$ cat config.mk
export PLATFORM = sky130hd
export DESIGN_NAME = lru_victim_ctrl
export DESIGN_NICKNAME = d
export VERILOG_FILES = /design/src/rtl/lru_victim_ctrl.sv
export SDC_FILE = /design/constraint.sdc
export NUM_CORES = 1
export LEC_CHECK = 0
export ABC_AREA = 1
export CAP_MARGIN = 20
export CORE_ASPECT_RATIO = 1.5
export CORE_MARGIN = 3
export CORE_UTILIZATION = 45
export DETAILED_ROUTE_END_ITERATION = 8
export MAX_ROUTING_LAYER = met4
export PLACE_DENSITY = 0.88
export SLEW_MARGIN = 20
export SYNTH_ARGS = -nofsm -noshare
export SYNTH_HDL_FRONTEND = slang
export SYNTH_SLANG_ARGS = --single-unit
$ cat constraint.sdc
create_clock -name clk -period 2.6 [get_ports clk]
set_input_delay 0.52 -clock clk [delete_from_list [all_inputs] [get_ports clk]]
set_output_delay 0.52 -clock clk [all_outputs]
set_load 0.05 [all_outputs]
$ cat src/rtl/lru_victim_ctrl.sv
// lru_victim_ctrl: 8-way refill/victim controller and sole writer of the LRU age tracker.
module lru_victim_ctrl #(
   parameter int TAG_W       = 20,
   parameter int TIMEOUT_CYC = 64
) (
   input  logic             clk,
   input  logic             rst,
   input  logic             i_req_valid,
   output logic             o_req_ready,
   input  logic [TAG_W-1:0] i_req_tag,
   input  logic [7:0]       i_req_hit_8,
   input  logic [7:0]       i_valid_8,
   input  logic [2:0]       i_rank0,
   input  logic [2:0]       i_rank1,
   input  logic [2:0]       i_rank2,
   input  logic [2:0]       i_rank3,
   input  logic [2:0]       i_rank4,
   input  logic [2:0]       i_rank5,
   input  logic [2:0]       i_rank6,
   input  logic [2:0]       i_rank7,
   output logic [7:0]       o_hit_way_8,
   output logic             o_hit_sig,
   output logic             o_lru_write_enable,
   output logic             o_fill_req,
   output logic [2:0]       o_fill_way,
   output logic [TAG_W-1:0] o_fill_tag,
   input  logic             i_fill_ack,
   output logic             o_resp_valid,
   output logic [2:0]       o_resp_way,
   output logic             o_resp_hit,
   output logic             o_err
);
   typedef enum logic [1:0] {IDLE, VICTIM, FILL, UPDATE} state_t;
   state_t           r_state, w_state;
   logic [TAG_W-1:0] r_tag, w_tag;
   logic [7:0]       r_valid, w_valid, r_cnt, w_cnt, r_hit_way, w_hit_way;
   logic             r_ready, w_ready, r_upd, w_upd, r_fill_req, w_fill_req, r_err, w_err;
   logic             r_resp_hit, w_resp_hit;
   logic [2:0]       r_fill_way, w_fill_way, r_resp_way, w_resp_way;
   logic [2:0]       w_low, w_inv_way, w_r7_way;
   logic             w_has7;
   logic [2:0]       w_rank [8];
   assign w_rank = '{i_rank0, i_rank1, i_rank2, i_rank3, i_rank4, i_rank5, i_rank6, i_rank7};
   always_comb begin
      w_low     = '0;
      w_inv_way = '0;
      w_r7_way  = '0;
      w_has7    = 1'b0;
      for (int i = 7; i >= 0; i--) begin
         if (i_req_hit_8[i]) w_low = 3'(i);
         if (!r_valid[i]) w_inv_way = 3'(i);
         if (w_rank[i] == 3'd7) begin
            w_r7_way = 3'(i);
            w_has7   = 1'b1;
         end
      end
   end
   always_comb begin
      w_state    = r_state;
      w_tag      = r_tag;
      w_valid    = r_valid;
      w_cnt      = r_cnt;
      w_fill_req = 1'b0;
      w_fill_way = r_fill_way;
      w_upd      = 1'b0;
      w_hit_way  = '0;
      w_resp_way = r_resp_way;
      w_resp_hit = r_resp_hit;
      w_err      = 1'b0;
      case (r_state)
         IDLE: if (i_req_valid && r_ready) begin
            w_tag   = i_req_tag;
            w_valid = i_valid_8;
            if (|i_req_hit_8) begin
               w_state    = UPDATE;
               w_upd      = 1'b1;
               w_hit_way  = 8'd1 << w_low;
               w_resp_way = w_low;
               w_resp_hit = 1'b1;
               w_err      = |(i_req_hit_8 & (i_req_hit_8 - 8'd1));
            end else w_state = VICTIM;
         end
         VICTIM: begin
            w_state    = FILL;
            w_fill_req = 1'b1;
            w_cnt      = '0;
            w_fill_way = !(&r_valid) ? w_inv_way : (w_has7 ? w_r7_way : 3'd0);
            w_err      = &r_valid && !w_has7;
         end
         FILL: if (i_fill_ack) begin
            w_state    = UPDATE;
            w_upd      = 1'b1;
            w_hit_way  = 8'd1 << r_fill_way;
            w_resp_way = r_fill_way;
            w_resp_hit = 1'b0;
         end else if (r_cnt == 8'(TIMEOUT_CYC - 1)) begin
            w_state = IDLE;
            w_err   = 1'b1;
         end else begin
            w_cnt      = r_cnt + 8'd1;
            w_fill_req = 1'b1;
         end
         default: w_state = IDLE;
      endcase
      w_ready = (w_state == IDLE);
   end
   always_ff @(posedge clk) begin
      if (!rst) begin
         r_state    <= IDLE;
         r_tag      <= '0;
         r_valid    <= '0;
         r_cnt      <= '0;
         r_ready    <= 1'b0;
         r_upd      <= 1'b0;
         r_hit_way  <= '0;
         r_fill_req <= 1'b0;
         r_fill_way <= '0;
         r_resp_way <= '0;
         r_resp_hit <= 1'b0;
         r_err      <= 1'b0;
      end else begin
         r_state    <= w_state;
         r_tag      <= w_tag;
         r_valid    <= w_valid;
         r_cnt      <= w_cnt;
         r_ready    <= w_ready;
         r_upd      <= w_upd;
         r_hit_way  <= w_hit_way;
         r_fill_req <= w_fill_req;
         r_fill_way <= w_fill_way;
         r_resp_way <= w_resp_way;
         r_resp_hit <= w_resp_hit;
         r_err      <= w_err;
      end
   end
   assign o_req_ready        = r_ready;
   assign o_hit_way_8        = r_hit_way;
   assign o_hit_sig          = r_upd;
   assign o_lru_write_enable = r_upd;
   assign o_resp_valid       = r_upd;
   assign o_resp_way         = r_resp_way;
   assign o_resp_hit         = r_resp_hit;
   assign o_fill_req         = r_fill_req;
   assign o_fill_way         = r_fill_way;
   assign o_fill_tag         = r_tag;
   assign o_err              = r_err;
endmodule
Yosys cells after proc, flatten, opt, wreduce, memory -nomap -nowiden
Index checks and enable logic that the tools add are counted.

word-level totals
  bits in registers = 57
  logic and storage cells = 112
  input bits = 64

operators by class
  shift operators = 2
  reduce and logical (&&, ||, !) cells = 13
  equal/unequal tests = 16
  bitwise logic cells = 1
  add/subtract/negate cells = 2
  mux-type cells = 66

operators by type and width
  operator                                           number
  2-to-1 mux 3 bit                                   29
  2-to-1 mux 8 bit                                   5
  case mux 8 bit (2 select lines)                    2
  == test 3 bit (second input constant)              8
  2-to-1 mux 1 bit                                   20
  OR reduction 8 bit                                 2
  left shift 1 x 3 -> 8 bit (first input constant)   2
  inequality test 2 bit (second input constant)      5
  adder 8 x 1 -> 8 bit (second input constant)       1
  AND 8 bit                                          1
  == test 8 x 6 -> 1 bit (second input constant)     1
  2-to-1 mux 2 bit                                   4
  AND reduction 8 bit                                1
  subtractor 8 x 1 -> 8 bit (second input constant)  1
  case mux 1 bit (2 select lines)                    3
  case mux 2 bit (3 select lines)                    1
  case mux 3 bit (2 select lines)                    1
  zero test 2 bit                                    2
  AND reduction 4 bit                                1
  nonzero test 2 bit                                 2
  case mux 1 bit (3 select lines)                    1
  AND reduction 3 bit                                1
  == test 2 x 1 -> 1 bit (second input constant)     1
  == test 2 bit (second input constant)              1
  3 further kinds                                    4

Longest topological paths before layout
Gate-level depths: netlist of run 1.

  depth in word-level cells = 12
  depth in mapped cells = 11
  mapped depth without buffers = 11

Worst setup path after synthesis of run 1
No wires, ideal clock.

  path kind = flip-flop to flip-flop
  start = register r_ready (netlist: o_req_ready)
  end = register r_tag[0] (netlist: o_fill_tag[0])
  setup time = 116 ps
  stages on the path, launching flop included = 8
  data arrival time = 1497 ps
  data required time = 2484 ps
  setup slack = 987 ps
  cell sequence = dfxtp_1 nand2_1 inv_1 nand2_1 buf_4 buf_4 nor2_1 nor2_1

on the way
  word-level cells in the longest chain between the ends = 2

ends and longest elaborated chain
  element                        line  text
  start: declaration             37    logic r_ready, w_ready, r_upd, w_upd, r_fill_req, w_fill_req, r_err, w_err;
  start signal: assignment       126   r_ready <= w_ready;
  logical AND 1 bit              71    IDLE: if (i_req_valid && r_ready) begin
  AND reduction 2 bit (no line)  -
  end signal: assignment         123   r_tag <= w_tag;
  end: declaration               35    logic [TAG_W-1:0] r_tag, w_tag;

No other way between the ends.
A chain may end at the register's enable or synchronous reset.

Worst setup path in the final report of run 1
  start = register r_fill_way[0] (netlist: o_fill_way[0])
  end = output port o_fill_way[0]

RTL lines
  element                   line  text
  start: declaration        39    logic [2:0] r_fill_way, w_fill_way, r_resp_way, w_resp_way;
  start signal: assignment  130   r_fill_way <= w_fill_way;
  end: declaration          25    output logic [2:0] o_fill_way,

No word-level cell between the ends.

==> impl_metrics.py, run 1 <==
metrics = {
    "run_status": {
        "status": "finished clean",
    },
    "yosys": {
        "synth_top_area_share": 0.4081,
        "synthArstFlopShare": 0,
        "ys_seq_area_frac": 0.4081,
        "synth_area_per_cell_um2": 6.690,
        "synth_seq_cells": 57,
        "synth_top_cells_by_count": "nor2_1 (95), nand2_1 (85), dfxtp_1 (57)",
        "synth_edf_count": 0,
        "syn_area_um2": 2796,
        "yosys_warnings": 0,
        "synth_most_common_cell": "nor2_1",
        "synth_largest_area_cell": "dfxtp_1",
        "synth_area_leaders": "dfxtp_1 (41%), nor2_1 (13%), nand2_1 (11%), o21ai_0 (6.8%), a21oi_1 (5.2%)",
        "synth_cells": 418,
        "synth_fp_nets": 487,
        "synthDistinctLibCells": 26,
        "synth_top_flop_cell": "dfxtp_1",
    },
    "die": {
        "die_area_um2": 7216,
        "die_y_um": 102.6,
        "chipWidth_um": 70.37,
        "io_pins": 105,
        "rows": 34,
        "coreArea_um2": 5913,
        "start_util": 0.4729,
    },
    "power_and_ir_drop": {
        "p_leak_nw": 1.804,
        "power_density_nw_per_um2": 825.8,
        "power.total_w": 0.003370,
        "ir_drop_uv": 550.7,
    },
    "route": {
        "first_pass_iters": 4,
        "ant_nets": 0,
        "drcViolationCount": 0,
        "vias_per_cell": 5.077,
        "wl_per_cell_um": 12.86,
        "wl_mm": 7.715,
        "drt-initial-drc-count": 153,
        "num_vias": 3046,
    },
    "worst_setup_path": {
        "path_buf_inv": 1,
        "crit_arrival_ns": 1.68,
        "critPathMaxStageDelay_ns": 0.86,
        "path_delay_family": "buffers and inverters",
        "required_ns": 2.08,
        "crit_chain": "clkdlybuf4s50_1",
        "crit_type": "flop to output port",
        "slowest_stage": "clkdlybuf4s50_1",
        "critPathMaxFanout": 7,
        "startpoint_type": "flop",
        "end_kind": "output port",
    },
    "placement": {
        "portBuffers": 104,
        "place_congestion": 0.9677,
        "dp.final_hpwl_mm": 5.851,
    },
    "grt": {
        "grt_max_degree": 38,
        "globalRoute.totalOverflow": 0,
        "grtUsageTotal": 0.2336,
        "grt_pass1_wl_mm": 13.12,
        "grt_pass1_vias": 3056,
        "antenna_found_initial": 0,
    },
    "timing": {
        "slew_headroom": 0.6342,
        "finalSetupViolations": 0,
        "skew_ns": 0.007089,
        "worstMarginPinSlew_ns": 0.5470,
        "hold_viol_final": 0,
        "fin_setup_tns_ns": 0,
        "fin_crit_ns": 2.197,
        "fin_crit_sh": 0.8448,
        "slew_viol_final": 0,
        "fmax_ghz": 0.4553,
        "rsz0062_at_grt": "false",
    },
    "clock_network": {
        "cts_resized": 0,
        "clkTransAtPathRegs_ns": 0.07,
        "postCtsHoldBufs": 0,
        "cts_sinks": 57,
        "tritoncts": "yes",
        "clockBufferDepth": 2,
        "ctsRootBufferMaster": "clkbuf_8",
        "clock_latency_ns": 0.34,
        "post_cts.repair.setup_buffers": 0,
        "numCtsBuffers": 9,
        "ctsHtreeMaxLevel": 3,
    },
    "hold_path": {
        "hold_class": "flop to flop",
    },
    "layout": {
        "nNetsFinal": 592,
        "antenna_cells": 0,
        "areaGrowthSynthToFinish_pct": 45.95,
        "drive_gt1_frac": 0.06439,
    },
    "run": {
        "max_cap_viol_count": 0,
    },
}
[final timing paths]
path	start	to	slack, ns	cells past startpoint
max	o_fill_way[0]	o_fill_way[0]	0.40	1
min reg2reg	o_resp_hit	o_resp_hit	0.48	2
max reg2reg	r_state[0]	o_resp_way[2]	0.68	9
min	o_resp_hit	o_resp_hit	0.48	2
[final cells by class]
| type | instances | area [µm²] |
|---|---|---|
| multi-input cells | 307 | 1438 |
| well taps | 72 | 90.09 |
| clock inverters | 7 | 71.32 |
| flip-flops and latches | 57 | 1141 |
| clock buffers | 9 | 123.9 |
| fillers | 481 | 1832 |
| repair buffers | 107 | 1064 |
| inverters | 41 | 153.9 |
[logic make-up (layout without fill, tap and decap cells)]
| group | Yosys count | in the layout | synth area share |
|---|---|---|---|
| simple gates | 228 | 228 | 0.3490 |
| compound gates | 72 | 72 | 0.1365 |
| flops | 57 | 57 | 0.4081 |
| buf+inv | 54 | 164 | 0.07785 |
| fa+ha+maj | 5 | 5 | 0.02237 |
| xor+xnor | 2 | 2 | 0.006265 |
[per-layer routing]
metal  wire length [µm]  global-route usage  up-vias  share of wire
li1                   -                   -     1537              -
met1               2883              0.2297     1371           0.37
met2               4009              0.4091      112           0.52
met3                550             0.06634       26          0.071
met4                272              0.1372        0          0.035
met5                  0                   -        -              0
[metrics by stage]
stage | area [µm²] | cells | hold slack [ns] | worst slack, ns | util
detailed placement | 3886 | 584 | 0.4689 | 0.5407 | 0.6572
CTS | 4081 | 600 | 0.4803 | 0.3988 | 0.6902
finish | 4081 | 600 | 0.4835 | 0.4034 | 0.6902
floorplan | 2796 | 418 | 0.4475 | 0.9866 | -
global placement | 3886 | 584 | 0.4623 | 0.5940 | 0.6572
global route | 4081 | 600 | 0.5145 | 0.3570 | 0.6902
[state kept, by name (all words and copies together), names as in the netlist]
signal,cells
o_fill_way,3
o_hit_way_8,8
o_err,1
o_resp_hit,1
o_hit_sig,1
o_fill_tag,20
r_state,2
o_fill_req,1
r_cnt,8
o_resp_way,3
o_req_ready,1
r_valid,8
[cells in the final DEF (no fill, tap or decap), drive strengths merged]
cell and n:
a21o 1, nand2 91, dfxtp 57, nand3 27
clkbuf 9, bufinv 1, a21oi 30, ha 5
inv 40, clkdlybuf4s50 104, clkinv 4, o21ai 40
nand4 4, nor2 100, nand3b 1, xor2 2
nor3 5, a32oi 1, buf 3, clkinvlp 3
[where the power goes]
| group | switching (W) | leakage (nW) | internal, W |
|---|---|---|---|
| Sequential | 0.000113 | 0.464 | 0.00104 |
| Clock | 0.000378 | 0.0912 | 0.000439 |
| Combinational | 0.000931 | 1.25 | 0.000473 |
Power figures use the tool's default switching activity.
==> inputs of run 2 (changes only) <==
--- a/config.mk
+++ b/config.mk
@@ -9,10 +9,10 @@
 export CAP_MARGIN = 20
 export CORE_ASPECT_RATIO = 1.5
 export CORE_MARGIN = 3
-export CORE_UTILIZATION = 45
+export CORE_UTILIZATION = 40
 export DETAILED_ROUTE_END_ITERATION = 8
 export MAX_ROUTING_LAYER = met4
-export PLACE_DENSITY = 0.88
+export PLACE_DENSITY = 0.83
 export SLEW_MARGIN = 20
 export SYNTH_ARGS = -nofsm -noshare
 export SYNTH_HDL_FRONTEND = slang
==> constraint.sdc (replaced) <==
create_clock -name clk -period 1.8 [get_ports clk]
set_input_delay 0.36 -clock clk [delete_from_list [all_inputs] [get_ports clk]]
set_output_delay 0.36 -clock clk [all_outputs]
set_load 0.05 [all_outputs]
==> impl_metrics.py, run 2 (synthesis gave the netlist of run 1 again) <==
metrics = {
    "layout": {
        "nNetsFinal": 602,
        "n_fill_cell": 615,
        "largest_reg_flops": 20,
        "drive_gt1_frac": 0.1450,
        "antenna_cells": 0,
        "areaGrowthSynthToFinish_pct": 44.74,
        "final_cell_mix": "nor2_1 (95), nand2_1 (85), clkdlybuf4s50_1 (63)",
        "layout_commonest_cell": "nor2_1",
    },
    "clock_network": {
        "post_cts.repair.setup_buffers": 0,
        "cts_sinks": 57,
        "numCtsBuffers": 9,
        "tritoncts": "yes",
        "clock_latency_ns": 0.34,
        "ctsHtreeMaxLevel": 3,
        "clkTransAtPathRegs_ns": 0.06,
        "ctsRootBufferMaster": "clkbuf_8",
        "cts_resized": 6,
        "clockBufferDepth": 2,
        "postCtsHoldBufs": 0,
    },
    "grt": {
        "grtUsageMet3": 0.03814,
        "met2_usage": 0.3712,
        "grt_max_degree": 30,
        "antenna_found_initial": 0,
        "grtUsageTotal": 0.2057,
        "grt_use_met1": 0.1943,
        "globalRoute.totalOverflow": 0,
        "grt_pass1_vias": 3042,
        "grt_pass1_wl_mm": 12.43,
        "busiest_layer": "met2",
    },
    "route": {
        "wl_mm": 7.615,
        "wl_per_cell_um": 12.40,
        "drt-initial-drc-count": 142,
        "vias_per_cell": 5.028,
        "first_pass_iters": 6,
        "num_vias": 3087,
        "drcViolationCount": 0,
        "ant_nets": 0,
    },
    "timing": {
        "setup_slack_ns": 0.1779,
        "worstMarginPinSlew_ns": 0.4918,
        "rsz0062_at_grt": "false",
        "slew_headroom": 0.6735,
        "fin_crit_sh": 0.9012,
        "hold_viol_final": 0,
        "fin_crit_ns": 1.622,
        "skew_ns": 0.003901,
        "finalSetupViolations": 0,
        "fmax_ghz": 0.6165,
        "slew_viol_final": 0,
        "whs_ns": 0.4836,
    },
    "placement": {
        "portBuffers": 104,
        "pre_cts_ws_ns": -0.04692,
        "dp.final_hpwl_mm": 5.905,
        "place_congestion": 0.9078,
    },
    "worst_setup_path": {
        "crit_arrival_ns": 1.86,
        "startpoint_type": "flop",
        "end_kind": "flop",
        "r2r-start": "r_state[0]",
        "critPathMaxFanout": 6,
        "required_ns": 2.03,
        "crit_path_start": "r_state[0]",
        "crit_type": "flop to flop",
    },
    "die": {
        "die_area_um2": 8051,
        "start_util": 0.4223,
        "chipWidth_um": 74.27,
        "rows": 36,
        "io_pins": 105,
        "die_y_um": 108.4,
        "coreArea_um2": 6621,
    },
    "hold_path": {
        "min_from": "o_resp_hit",
        "hold_class": "flop to flop",
    },
    "run": {
        "max_cap_viol_count": 0,
    },
    "run_status": {
        "status": "finished clean",
    },
    "power_and_ir_drop": {
        "p_leak_nw": 1.946,
        "ir_drop_uv": 718.0,
        "power_density_nw_per_um2": 1168,
    },
}
-- run 2: cell types whose count changed in the layout (fill, tap and decap cells not counted) --
cell             previous run  this run
clkinvlp_4                  3         0
bufinv_16                   1         0
dlygate4sd2_1               0         6
clkinv_2                    2         3
buf_4                       3        48
ha_1                        5         4
clkbuf_8                    9        11
clkdlybuf4s50_1           104        63
clkbuf_1                    0         2
ha_2                        0         1
clkinv_4                    1         0
-- run 2: area by class of cell --
| type | count | area (µm²) | share of cell area |
|---|---|---|---|
| Clock buffer | 13 | 158.9 | 0.03926 |
| Clock inverter | 3 | 15.01 | 0.003709 |
| Inverter | 41 | 153.9 | 0.03802 |
| Multi-Input combinational cell | 307 | 1440 | 0.3558 |
| Sequential cell | 57 | 1141 | 0.2819 |
| Tap cell | 76 | 95.09 | 0.02349 |
| Timing Repair Buffer | 117 | 1044 | 0.2578 |
-- run 2: worst max-delay path, stage by stage, from the launching register on --
cell and delay, ns:
dfxtp_1 0.38, inv_1 0.10, ha_1 0.27, inv_1 0.15, nor2_4 0.06, o21ai_1 0.13, nand2_1 0.08, nand2_1 0.14
inv_1 0.07, nor2_1 0.09, nor2_1 0.05
-- run 2: final timing paths --
path	cells past startpoint	slack, ns	to
worst max register to register	10	0.18	o_resp_way[2]
worst min-delay path	2	0.48	o_resp_hit
worst max-delay path	10	0.18	o_resp_way[2]
worst min register to register	2	0.48	o_resp_hit
-- run 2: metal layers --
layer | vias to the layer above | share of wire
met1 | 1394 | 0.37
li1 | 1564 | -
met2 | 110 | 0.54
met5 | - | 0
met4 | 0 | 0.029
met3 | 19 | 0.057
-- run 2: where the power goes --
| group | switching (W) | internal (W) |
|---|---|---|
| sequential | 0.000164 | 0.00150 |
| clock | 0.000488 | 0.000568 |
| combinational | 0.00134 | 0.000668 |
| total | 0.00199 | 0.00273 |
-- run 2: per-stage QoR --
step	cell area, µm²	power (W)	TNS (ns)	instances	util
5_1_grt	4048	0.005001	0	614	0.6113
4_1_cts	4045	0.004755	0	614	0.6109
6_report	4048	0.004728	0	614	0.6113
2_1_floorplan	2796	0.003004	0	418	-
3_5_place_dp	3879	0.003692	-0.1248	598	0.5858
3_3_place_gp	3879	0.003650	-0.06151	598	0.5858
==> inputs of run 3 (changes only) <==
--- a/config.mk
+++ b/config.mk
@@ -10,6 +10,7 @@
 export CORE_ASPECT_RATIO = 1.5
 export CORE_MARGIN = 3
 export CORE_UTILIZATION = 40
+export CTS_CLUSTER_SIZE = 8
 export DETAILED_ROUTE_END_ITERATION = 8
 export MAX_ROUTING_LAYER = met4
 export PLACE_DENSITY = 0.83
==> results of run 3 <==
No change in the layout: final DEF, timing and power equal those of run 2.
